===== src/rtl/eco32f_div_unit_if.sv =====
// Request/response bundle between the EX stage and the iterative divider.
// The EX stage drives the request side (master); the divider answers (slave).
interface eco32f_div_unit_if #(
   parameter int WIDTH = 32
);
   logic             flush;
   logic             start;
   logic             signed_op;
   logic [WIDTH-1:0] dividend;
   logic [WIDTH-1:0] divisor;
   logic             busy;
   logic             done;
   logic [WIDTH-1:0] quotient;
   logic [WIDTH-1:0] remainder;
   logic             div_by_zero;

   modport master (
      output flush, start, signed_op, dividend, divisor,
      input  busy, done, quotient, remainder, div_by_zero
   );

   modport slave (
      input  flush, start, signed_op, dividend, divisor,
      output busy, done, quotient, remainder, div_by_zero
   );
endinterface


===== src/rtl/eco32f_div_unit.sv =====
// Iterative restoring divider for the eco32f EX stage. Retires BPC quotient
// bits per clock, fixes signs in a final cycle, and pulses done with
// registered quotient/remainder. busy feeds the EX stall logic.
module eco32f_div_unit #(
   parameter int WIDTH = 32,
   parameter int BPC   = 1
) (
   input  logic               clk,
   input  logic               rst,
   eco32f_div_unit_if.slave   bus
);

   localparam int N  = WIDTH / BPC;
   localparam int CW = $clog2(N + 1);

   localparam logic [1:0] S_IDLE = 2'd0;
   localparam logic [1:0] S_CALC = 2'd1;
   localparam logic [1:0] S_FIX  = 2'd2;

   if (WIDTH < 2 || !(BPC == 1 || BPC == 2 || BPC == 4) || (WIDTH % BPC) != 0) begin : g_param_check
      $error("eco32f_div_unit: illegal WIDTH/BPC combination");
   end

   // BPC chained restoring steps. The shifted remainder is kept W+1 bits wide
   // so a remainder with its MSB set (divisor above 2^(W-1)) is not truncated.
   function automatic logic [2*WIDTH-1:0] div_step(
      input logic [WIDTH-1:0] rem_in,
      input logic [WIDTH-1:0] quo_in,
      input logic [WIDTH-1:0] dsr
   );
      logic [WIDTH:0]   v_sh;
      logic [WIDTH:0]   v_diff;
      logic [WIDTH-1:0] v_r;
      logic [WIDTH-1:0] v_n;
      v_r = rem_in;
      v_n = quo_in;
      for (int i = 0; i < BPC; i++) begin
         v_sh   = {v_r, v_n[WIDTH-1]};
         v_diff = v_sh - {1'b0, dsr};
         v_r    = v_diff[WIDTH] ? v_sh[WIDTH-1:0] : v_diff[WIDTH-1:0];
         v_n    = {v_n[WIDTH-2:0], ~v_diff[WIDTH]};
      end
      return {v_r, v_n};
   endfunction

   // Two's-complement negate modulo 2^WIDTH when neg is set.
   function automatic logic [WIDTH-1:0] cond_neg(
      input logic [WIDTH-1:0] v,
      input logic             neg
   );
      return neg ? (~v + WIDTH'(1)) : v;
   endfunction

   logic [1:0]       r_state;
   logic [CW-1:0]    r_cnt;
   logic             r_busy;
   logic             r_done;
   logic [WIDTH-1:0] r_n;
   logic [WIDTH-1:0] r_r;
   logic [WIDTH-1:0] r_d;
   logic             r_qneg;
   logic             r_rneg;
   logic             r_dz;
   logic [WIDTH-1:0] r_quot;
   logic [WIDTH-1:0] r_rem;
   logic             r_dzo;

   logic             w_accept;
   logic             w_calc;
   logic             w_fix;
   logic             w_dvs_zero;
   logic             w_dvd_neg;
   logic             w_dvs_neg;
   logic [2*WIDTH-1:0] w_step;

   assign w_accept   = (r_state == S_IDLE) && bus.start && !bus.flush;
   assign w_calc     = (r_state == S_CALC) && !bus.flush;
   assign w_fix      = (r_state == S_FIX)  && !bus.flush;
   assign w_dvs_zero = (bus.divisor == '0);
   assign w_dvd_neg  = bus.signed_op && bus.dividend[WIDTH-1];
   assign w_dvs_neg  = bus.signed_op && bus.divisor[WIDTH-1];
   assign w_step     = div_step(r_r, r_n, r_d);

   // Control FSM: accept, count CALC cycles, one FIX cycle; flush aborts anywhere.
   always_ff @(posedge clk) begin
      if (rst) begin
         r_state <= S_IDLE;
         r_busy  <= 1'b0;
         r_done  <= 1'b0;
         r_cnt   <= '0;
      end else begin
         r_done <= 1'b0;
         if (bus.flush) begin
            r_state <= S_IDLE;
            r_busy  <= 1'b0;
         end else begin
            case (r_state)
               S_IDLE: begin
                  if (bus.start) begin
                     r_busy  <= 1'b1;
                     r_cnt   <= CW'(N);
                     r_state <= w_dvs_zero ? S_FIX : S_CALC;
                  end
               end
               S_CALC: begin
                  r_cnt <= r_cnt - CW'(1);
                  if (r_cnt == CW'(1)) r_state <= S_FIX;
               end
               S_FIX: begin
                  r_done  <= 1'b1;
                  r_busy  <= 1'b0;
                  r_state <= S_IDLE;
               end
               default: begin
                  r_state <= S_IDLE;
                  r_busy  <= 1'b0;
               end
            endcase
         end
      end
   end

   // Working datapath: latch magnitudes and sign flags on accept, iterate in CALC.
   // On divide-by-zero r_n keeps the raw dividend for the remainder output.
   always_ff @(posedge clk) begin
      if (w_accept) begin
         r_n    <= w_dvs_zero ? bus.dividend : cond_neg(bus.dividend, w_dvd_neg);
         r_d    <= cond_neg(bus.divisor, w_dvs_neg);
         r_r    <= '0;
         r_qneg <= w_dvd_neg ^ w_dvs_neg;
         r_rneg <= w_dvd_neg;
         r_dz   <= w_dvs_zero;
      end else if (w_calc) begin
         r_r <= w_step[2*WIDTH-1:WIDTH];
         r_n <= w_step[WIDTH-1:0];
      end
   end

   // Result registers: updated only by an unflushed FIX, held otherwise.
   always_ff @(posedge clk) begin
      if (rst) begin
         r_quot <= '0;
         r_rem  <= '0;
         r_dzo  <= 1'b0;
      end else if (w_fix) begin
         r_quot <= r_dz ? '1  : cond_neg(r_n, r_qneg);
         r_rem  <= r_dz ? r_n : cond_neg(r_r, r_rneg);
         r_dzo  <= r_dz;
      end
   end

   assign bus.busy        = r_busy;
   assign bus.done        = r_done;
   assign bus.quotient    = r_quot;
   assign bus.remainder   = r_rem;
   assign bus.div_by_zero = r_dzo;

endmodule

===== src/flat_wrapper.sv =====
// flat-port wrapper written by rule: the top's interface ports become plain ports
module eco32f_div_unit_flat 
#(
   parameter int WIDTH = 32,
   parameter int BPC   = 1
)
  (clk, rst, bus_flush, bus_start, bus_signed_op, bus_dividend, bus_divisor, bus_busy, bus_done, bus_quotient, bus_remainder, bus_div_by_zero);
  eco32f_div_unit_if #(.WIDTH(WIDTH)) bus_i ();
  input  logic clk;
  input  logic rst;
  input wire logic [$bits(bus_i.flush)-1:0] bus_flush;
  input wire logic [$bits(bus_i.start)-1:0] bus_start;
  input wire logic [$bits(bus_i.signed_op)-1:0] bus_signed_op;
  input wire logic [$bits(bus_i.dividend)-1:0] bus_dividend;
  input wire logic [$bits(bus_i.divisor)-1:0] bus_divisor;
  output wire logic [$bits(bus_i.busy)-1:0] bus_busy;
  output wire logic [$bits(bus_i.done)-1:0] bus_done;
  output wire logic [$bits(bus_i.quotient)-1:0] bus_quotient;
  output wire logic [$bits(bus_i.remainder)-1:0] bus_remainder;
  output wire logic [$bits(bus_i.div_by_zero)-1:0] bus_div_by_zero;
  assign bus_i.flush = bus_flush;
  assign bus_i.start = bus_start;
  assign bus_i.signed_op = bus_signed_op;
  assign bus_i.dividend = bus_dividend;
  assign bus_i.divisor = bus_divisor;
  assign bus_busy = bus_i.busy;
  assign bus_done = bus_i.done;
  assign bus_quotient = bus_i.quotient;
  assign bus_remainder = bus_i.remainder;
  assign bus_div_by_zero = bus_i.div_by_zero;
  eco32f_div_unit #(.WIDTH(WIDTH), .BPC(BPC)) u_core (.clk(clk), .rst(rst), .bus(bus_i));
endmodule

===== config.mk =====
export PLATFORM = sky130hd
export DESIGN_NAME = eco32f_div_unit_flat
export DESIGN_NICKNAME = d
export VERILOG_FILES = /design/src/rtl/eco32f_div_unit_if.sv /design/src/rtl/eco32f_div_unit.sv /design/src/flat_wrapper.sv
export SDC_FILE = /design/constraint.sdc
export NUM_CORES = 1
export LEC_CHECK = 0
export ABC_AREA = 0
export CAP_MARGIN = 20
export CELL_PAD_IN_SITES_DETAIL_PLACEMENT = 1
export CELL_PAD_IN_SITES_GLOBAL_PLACEMENT = 2
export CORE_AREA = 2 2 177 179
export DETAILED_ROUTE_END_ITERATION = 16
export DIE_AREA = 0 0 179 181
export HOLD_SLACK_MARGIN = 0.1
export PLACE_DENSITY_LB_ADDON = 0.1
export SYNTH_ARGS = -nofsm -noshare
export SYNTH_HDL_FRONTEND = slang
export SYNTH_SLANG_ARGS = --single-unit
export TNS_END_PERCENT = 50

===== constraint.sdc =====
create_clock -name clk -period 11.6 [get_ports clk]
set_clock_uncertainty 0.05 [all_clocks]
set_input_delay 3.48 -clock clk [delete_from_list [all_inputs] [get_ports clk]]
set_output_delay 3.48 -clock clk [all_outputs]
set_load 0.03 [all_outputs]

-- Word-level counts from Yosys, hierarchy flattened
Index checks and enable logic that the tools add are counted.
- add/sub/neg operators: 6
- eq/ne operators: 5
- mux-type cells: 19
- bitwise gates (word level): 8
- reductions and logical operators: 15
- operators by type and width (cell ; count):
    2-to-1 mux 32 bit ; 10
    adder 32 x 1 -> 32 bit (second input constant) ; 4
    NOT 32 bit ; 4
    subtractor 33 x 32 -> 33 bit ; 1
    logical NOT 32 bit ; 1
    one-hot mux 6 bit (2 select lines) ; 1
    equality test 6 x 1 -> 1 bit (second input constant) ; 1
    logical AND 1 bit ; 6
    2-to-1 mux 2 bit ; 3
    2-to-1 mux 6 bit ; 1
    subtractor 6 x 1 -> 6 bit (second input constant) ; 1
    inequality test 2 bit (second input constant) ; 2
    one-hot mux 2 bit (2 select lines) ; 1
    AND reduction 2 bit ; 2
    nonzero test 2 bit ; 2
    NOT 1 bit ; 3
    AND reduction 3 bit ; 1
    equality test 2 x 1 -> 1 bit (second input constant) ; 1
    equality test 2 bit (second input constant) ; 1
    logical NOT 2 bit ; 1
    2-to-1 mux 1 bit ; 2
    one-hot mux 1 bit (2 select lines) ; 1
    OR reduction 2 bit ; 1
    logical NOT 1 bit ; 1
    XOR 1 bit ; 1
- bits in registers: 174
- output and inout port bits: 67
- word-level logic and storage cells: 66

-- Depth between registers and ports, before layout
- depth after elaboration: 5
- gate-level depth with buffers: 15
- gate-level depth less buffers: 12

-- Least setup slack after synthesis
No wires, ideal clock.
- kind: input-to-reg
- start point: input bus_dividend[8]
- end point: register u_core.r_n[30], data pin
- arrival: 5774 ps
- data required time: 11228 ps
- setup slack: 5454 ps
- cell stages on the path: 8
- cells stage by stage: or4_4 -> or3_1 -> or2_1 -> or3_4 -> or4_4 -> o31a_1 -> xnor2_1 -> a21oi_1
- cells in the longest elaborated chain, start to end: 5
- ends and longest elaborated chain (element ; RTL line ; RTL):
    from (decl) ; flat_wrapper.sv:14 ; input wire logic [$bits(bus_i.dividend)-1:0] bus_dividend;
    NOT 32 bit ; eco32f_div_unit.sv:51 ; return neg ? (~v + WIDTH'(1)) : v;
    adder 32 x 1 -> 32 bit ; eco32f_div_unit.sv:51 ;
    2-to-1 mux 32 bit ; eco32f_div_unit.sv:51 ;
    2-to-1 mux 32 bit ; eco32f_div_unit.sv:127 ; r_n <= w_dvs_zero ? bus.dividend : cond_neg(bus.dividend, w_dvd_neg);
    2-to-1 mux 32 bit ; eco32f_div_unit.sv:126 ; if (w_accept) begin
    to (signal assigned) ; eco32f_div_unit.sv:127 ;
    to (signal assigned) ; eco32f_div_unit.sv:135 ; r_n <= w_step[WIDTH-1:0];
    to (decl) ; eco32f_div_unit.sv:58 ; logic [WIDTH-1:0] r_n;
No other way between the ends.
A chain may end at the register's enable or synchronous reset.

-- Final worst setup path
- start point: input bus_dividend[8]
- end point: register u_core.r_n[27], data pin
The elaborated chain is that of the path after synthesis.

==> results.toml <==
[status]
status = "finished, final reports clean"

[clocking]
insertion_delay_ns = 0.44
clk_pin_slew_worst_paths_ns = 0.07
cts-resized-gates = 0
cts_buffer_depth = 2
level_count_of_the_clock_h_tree = 4
cts_root_buf = "clkbuf_16"
tritoncts = "yes"
clock-sinks = 174
cts-buffers-inserted = 17
cts_setup_buffers = 0
ctsHoldBuffers = 0

[die]
chipHeight_microns = 181
fp.dieW_microns = 179
placement_rows = 64
coreArea_sq_um = 30300
initial_utilization_pct = 36.5
design.die.area_sq_um = 32400
io_pins = 136

[pwr]
powerDensity_nw_per_um2 = 112
ir_worst_vdd_mv = 0.0862
report.power.total_mw = 1.50
leakagePower_nw = 4.88

[layout]
total_area_of_sequential_cells_sq_um = 4150
postLayoutCellArea_sq_um = 13300
area_growth_pct = 20.4
multi_input_logic_area_sq_um = 6390
final_cell_count_no_fill = 1846
final.fill_count = 3629
drive_above_1_share_pct = 5.59
post-route-util_pct = 43.9
antennaDiodeCount = 0
nets = 1545

[sta]
setup_violations = 0
max_freq_mhz = 156
rsz0062_at_grt = "no"
setup_total_neg_slack_ns = 0
timing_hold_violations_final = 0
final.min_clock_period_ns = 6.39
fin_crit_sh_pct = 55.1
final-max-slew-violation-count = 0
slew_headroom_pct = 28.0
tightest_slew_ns = 1.08
setup_slack_ns = 5.21
whs_ns = 0.407

[synthesis]
synthMostInstantiatedCell = "nand2_1"
synthDistinctLibCells = 72
yosys_warnings = 0
ys_seq_elements = 174
number_of_synthesized_flops_with_an_enable_pin = 67
synth_top_area_share_pct = 19.3
yosysSeqAreaShare_pct = 37.5
gate_count_post_synth = 1342
synth.cell_area_sq_um = 11100
synth.largest_area_cell = "dfxtp_1"
synth_nets = 1450
synth.avg_cell_area_sq_um = 8.25
synth-async-reset-ratio_pct = 0
netlist_top_cells_area = "dfxtp_1, edfxtp_1, xor2_1"
netlist_top_cells_count = "nand2_1, a21oi_1, nor2_1, dfxtp_1, xor2_1"
synthFlopType = "dfxtp_1"

[place]
detailedPlacementHpwl_microns = 26300
postPlaceCellArea_sq_um = 12700
routability_congestion_estimate = 0.809
placed_cells = 1814
portBuffers = 135
place_ws_ns = 4.77

[setup_path]
critical_path_peak_fanout = 4
timing.critical_path.to_type = "flop"
worst_path_arrival_time_ns = 6.51
timing.rr.start = "u_core.r_n[31]$_DFFE_PP_"
crit-reg2reg-capture = "u_core.r_n[0]$_DFFE_PP_"
timing.setup.critical_path_class = "in2reg"
worst-r2r-setup-slack_ns = 7.47
r2r.worst_path.cells = 14
cp-start-kind = "input port"
required_ns = 11.71

[global_route]
grt_usage_pct = 22.7
number_of_global_route_vias_before_repair = 10400
global_route_wire_length_before_repair_microns = 57600
maximum_number_of_pins_on_one_net_before_global_route_repair = 76
groute.layer.met2.usage_pct = 36.6
initial_antenna_violation_count = 0
grt.met3_usage_pct = 2.78
groute.layer.met1.usage_pct = 32.6
top_usage_layer = "met2"
gr-total-overflow = 0

[route]
number_of_detailed_routing_iterations_run_before_antenna_repair = 5
wl_microns = 35600
routed_via_density = 5.40
post-route-drc-count = 0
initialDrtViolationCount = 525
route.vias.total = 9976
average_wire_per_cell_in_the_routed_design_microns = 19.3
drtAntennaViolNets = 0

[hold_path]
worstHoldPathCells = 2
min-delay-start = "u_core.bus.remainder[3]$_SDFFE_PP0P_"
min_delay_worst_endpoint = "u_core.bus.remainder[3]$_SDFFE_PP0P_"
hold_class = "reg2reg"

[run]
max_cap_viol_count = 0
how the worst max path moves through the flow:
stage / from / endpoint / slack [ns]
5_1_grt: bus_dividend[8] / u_core.r_n[25]$_DFFE_PP_ / 5.05
3_3_place_gp: bus_dividend[8] / u_core.r_n[29]$_DFFE_PP_ / 4.84
4_1_cts: bus_dividend[8] / u_core.r_n[27]$_DFFE_PP_ / 5.21
2_1_floorplan: bus_dividend[8] / u_core.r_n[30]$_DFFE_PP_ / 5.45
3_5_place_dp: bus_dividend[8] / u_core.r_n[27]$_DFFE_PP_ / 4.77
6_report: bus_dividend[8] / u_core.r_n[27]$_DFFE_PP_ / 5.21
power breakdown:
group / internal (mW) / switching, mW / total (mW)
Clock: 0.300 / 0.291 / 0.591
Combinational: 0.0897 / 0.129 / 0.219
Sequential: 0.660 / 0.0276 / 0.688
logic make-up (layout without fill, tap and decap cells):
group                    after synthesis  count (layout)  share of synthesized area (%)
XOR/XNOR                             143             143                           11.3
AO/OA/AOI/OAI                        374             374                           21.6
buffers and inverters                138             246                           4.95
AND/OR/NAND/NOR                      470             470                           19.8
flip-flops                           174             174                           37.5
multiplexers                           4               4                          0.373
adder cells (fa/ha/maj)               39              39                           4.47
registers in the layout (all words and copies together), names as in the netlist, 2 cells and up:
| name | flops |
|---|---|
| u_core.r_cnt | 6 |
| u_core.r_d | 32 |
| u_core.r_n | 32 |
| u_core.bus.remainder | 32 |
| u_core.r_r | 32 |
| u_core.r_state | 2 |
| u_core.bus.quotient | 32 |
critical path, stage by stage:
cell and delay, ns:
clkdlybuf4s50_1 0.48, or4_4 0.58, or3_1 0.34, or3_1 0.40, or2_4 0.28, nor4_4 0.20, nand2b_1 0.20, o41ai_2 0.27
xor2_1 0.19, a21oi_1 0.08
cell usage in the layout (no fill, tap or decap), types with 11 or more instances in the layout:
master	Yosys	routed
o31ai_1	21	21
a211oi_1	36	36
buf_4	0	16
ha_1	38	38
o21ai_0	81	81
clkdlybuf4s50_1	0	134
or3_1	16	16
nand2b_1	12	12
nand4_1	17	17
nor2_1	128	125
nand2_1	191	191
edfxtp_1	67	67
dfxtp_1	107	107
nand3_1	12	12
clkbuf_16	0	18
o211ai_1	21	21
inv_1	64	64
a21oi_1	130	130
a221o_1	17	17
nor3_1	28	28
xor2_1	92	92
xnor2_1	51	51
a21o_1	11	11
cell type report:
type	instances	area share, %
inverters	64	1.80
clock inverters	14	1.06
flip-flops and latches	174	31.1
clock buffers	18	3.38
repair buffers	150	11.0
well taps	396	3.72
multi-input cells	1030	47.9
layer usage:
metal  vias up  wire, microns  part of all wire [%]
li1       4957              -                     -
met1      4871          17900                    50
met2       128          16500                    46
met3        20            835                   2.3
met4         0            413                   1.2
met5         -              0                     0
(Power assumes the default switching activity.)
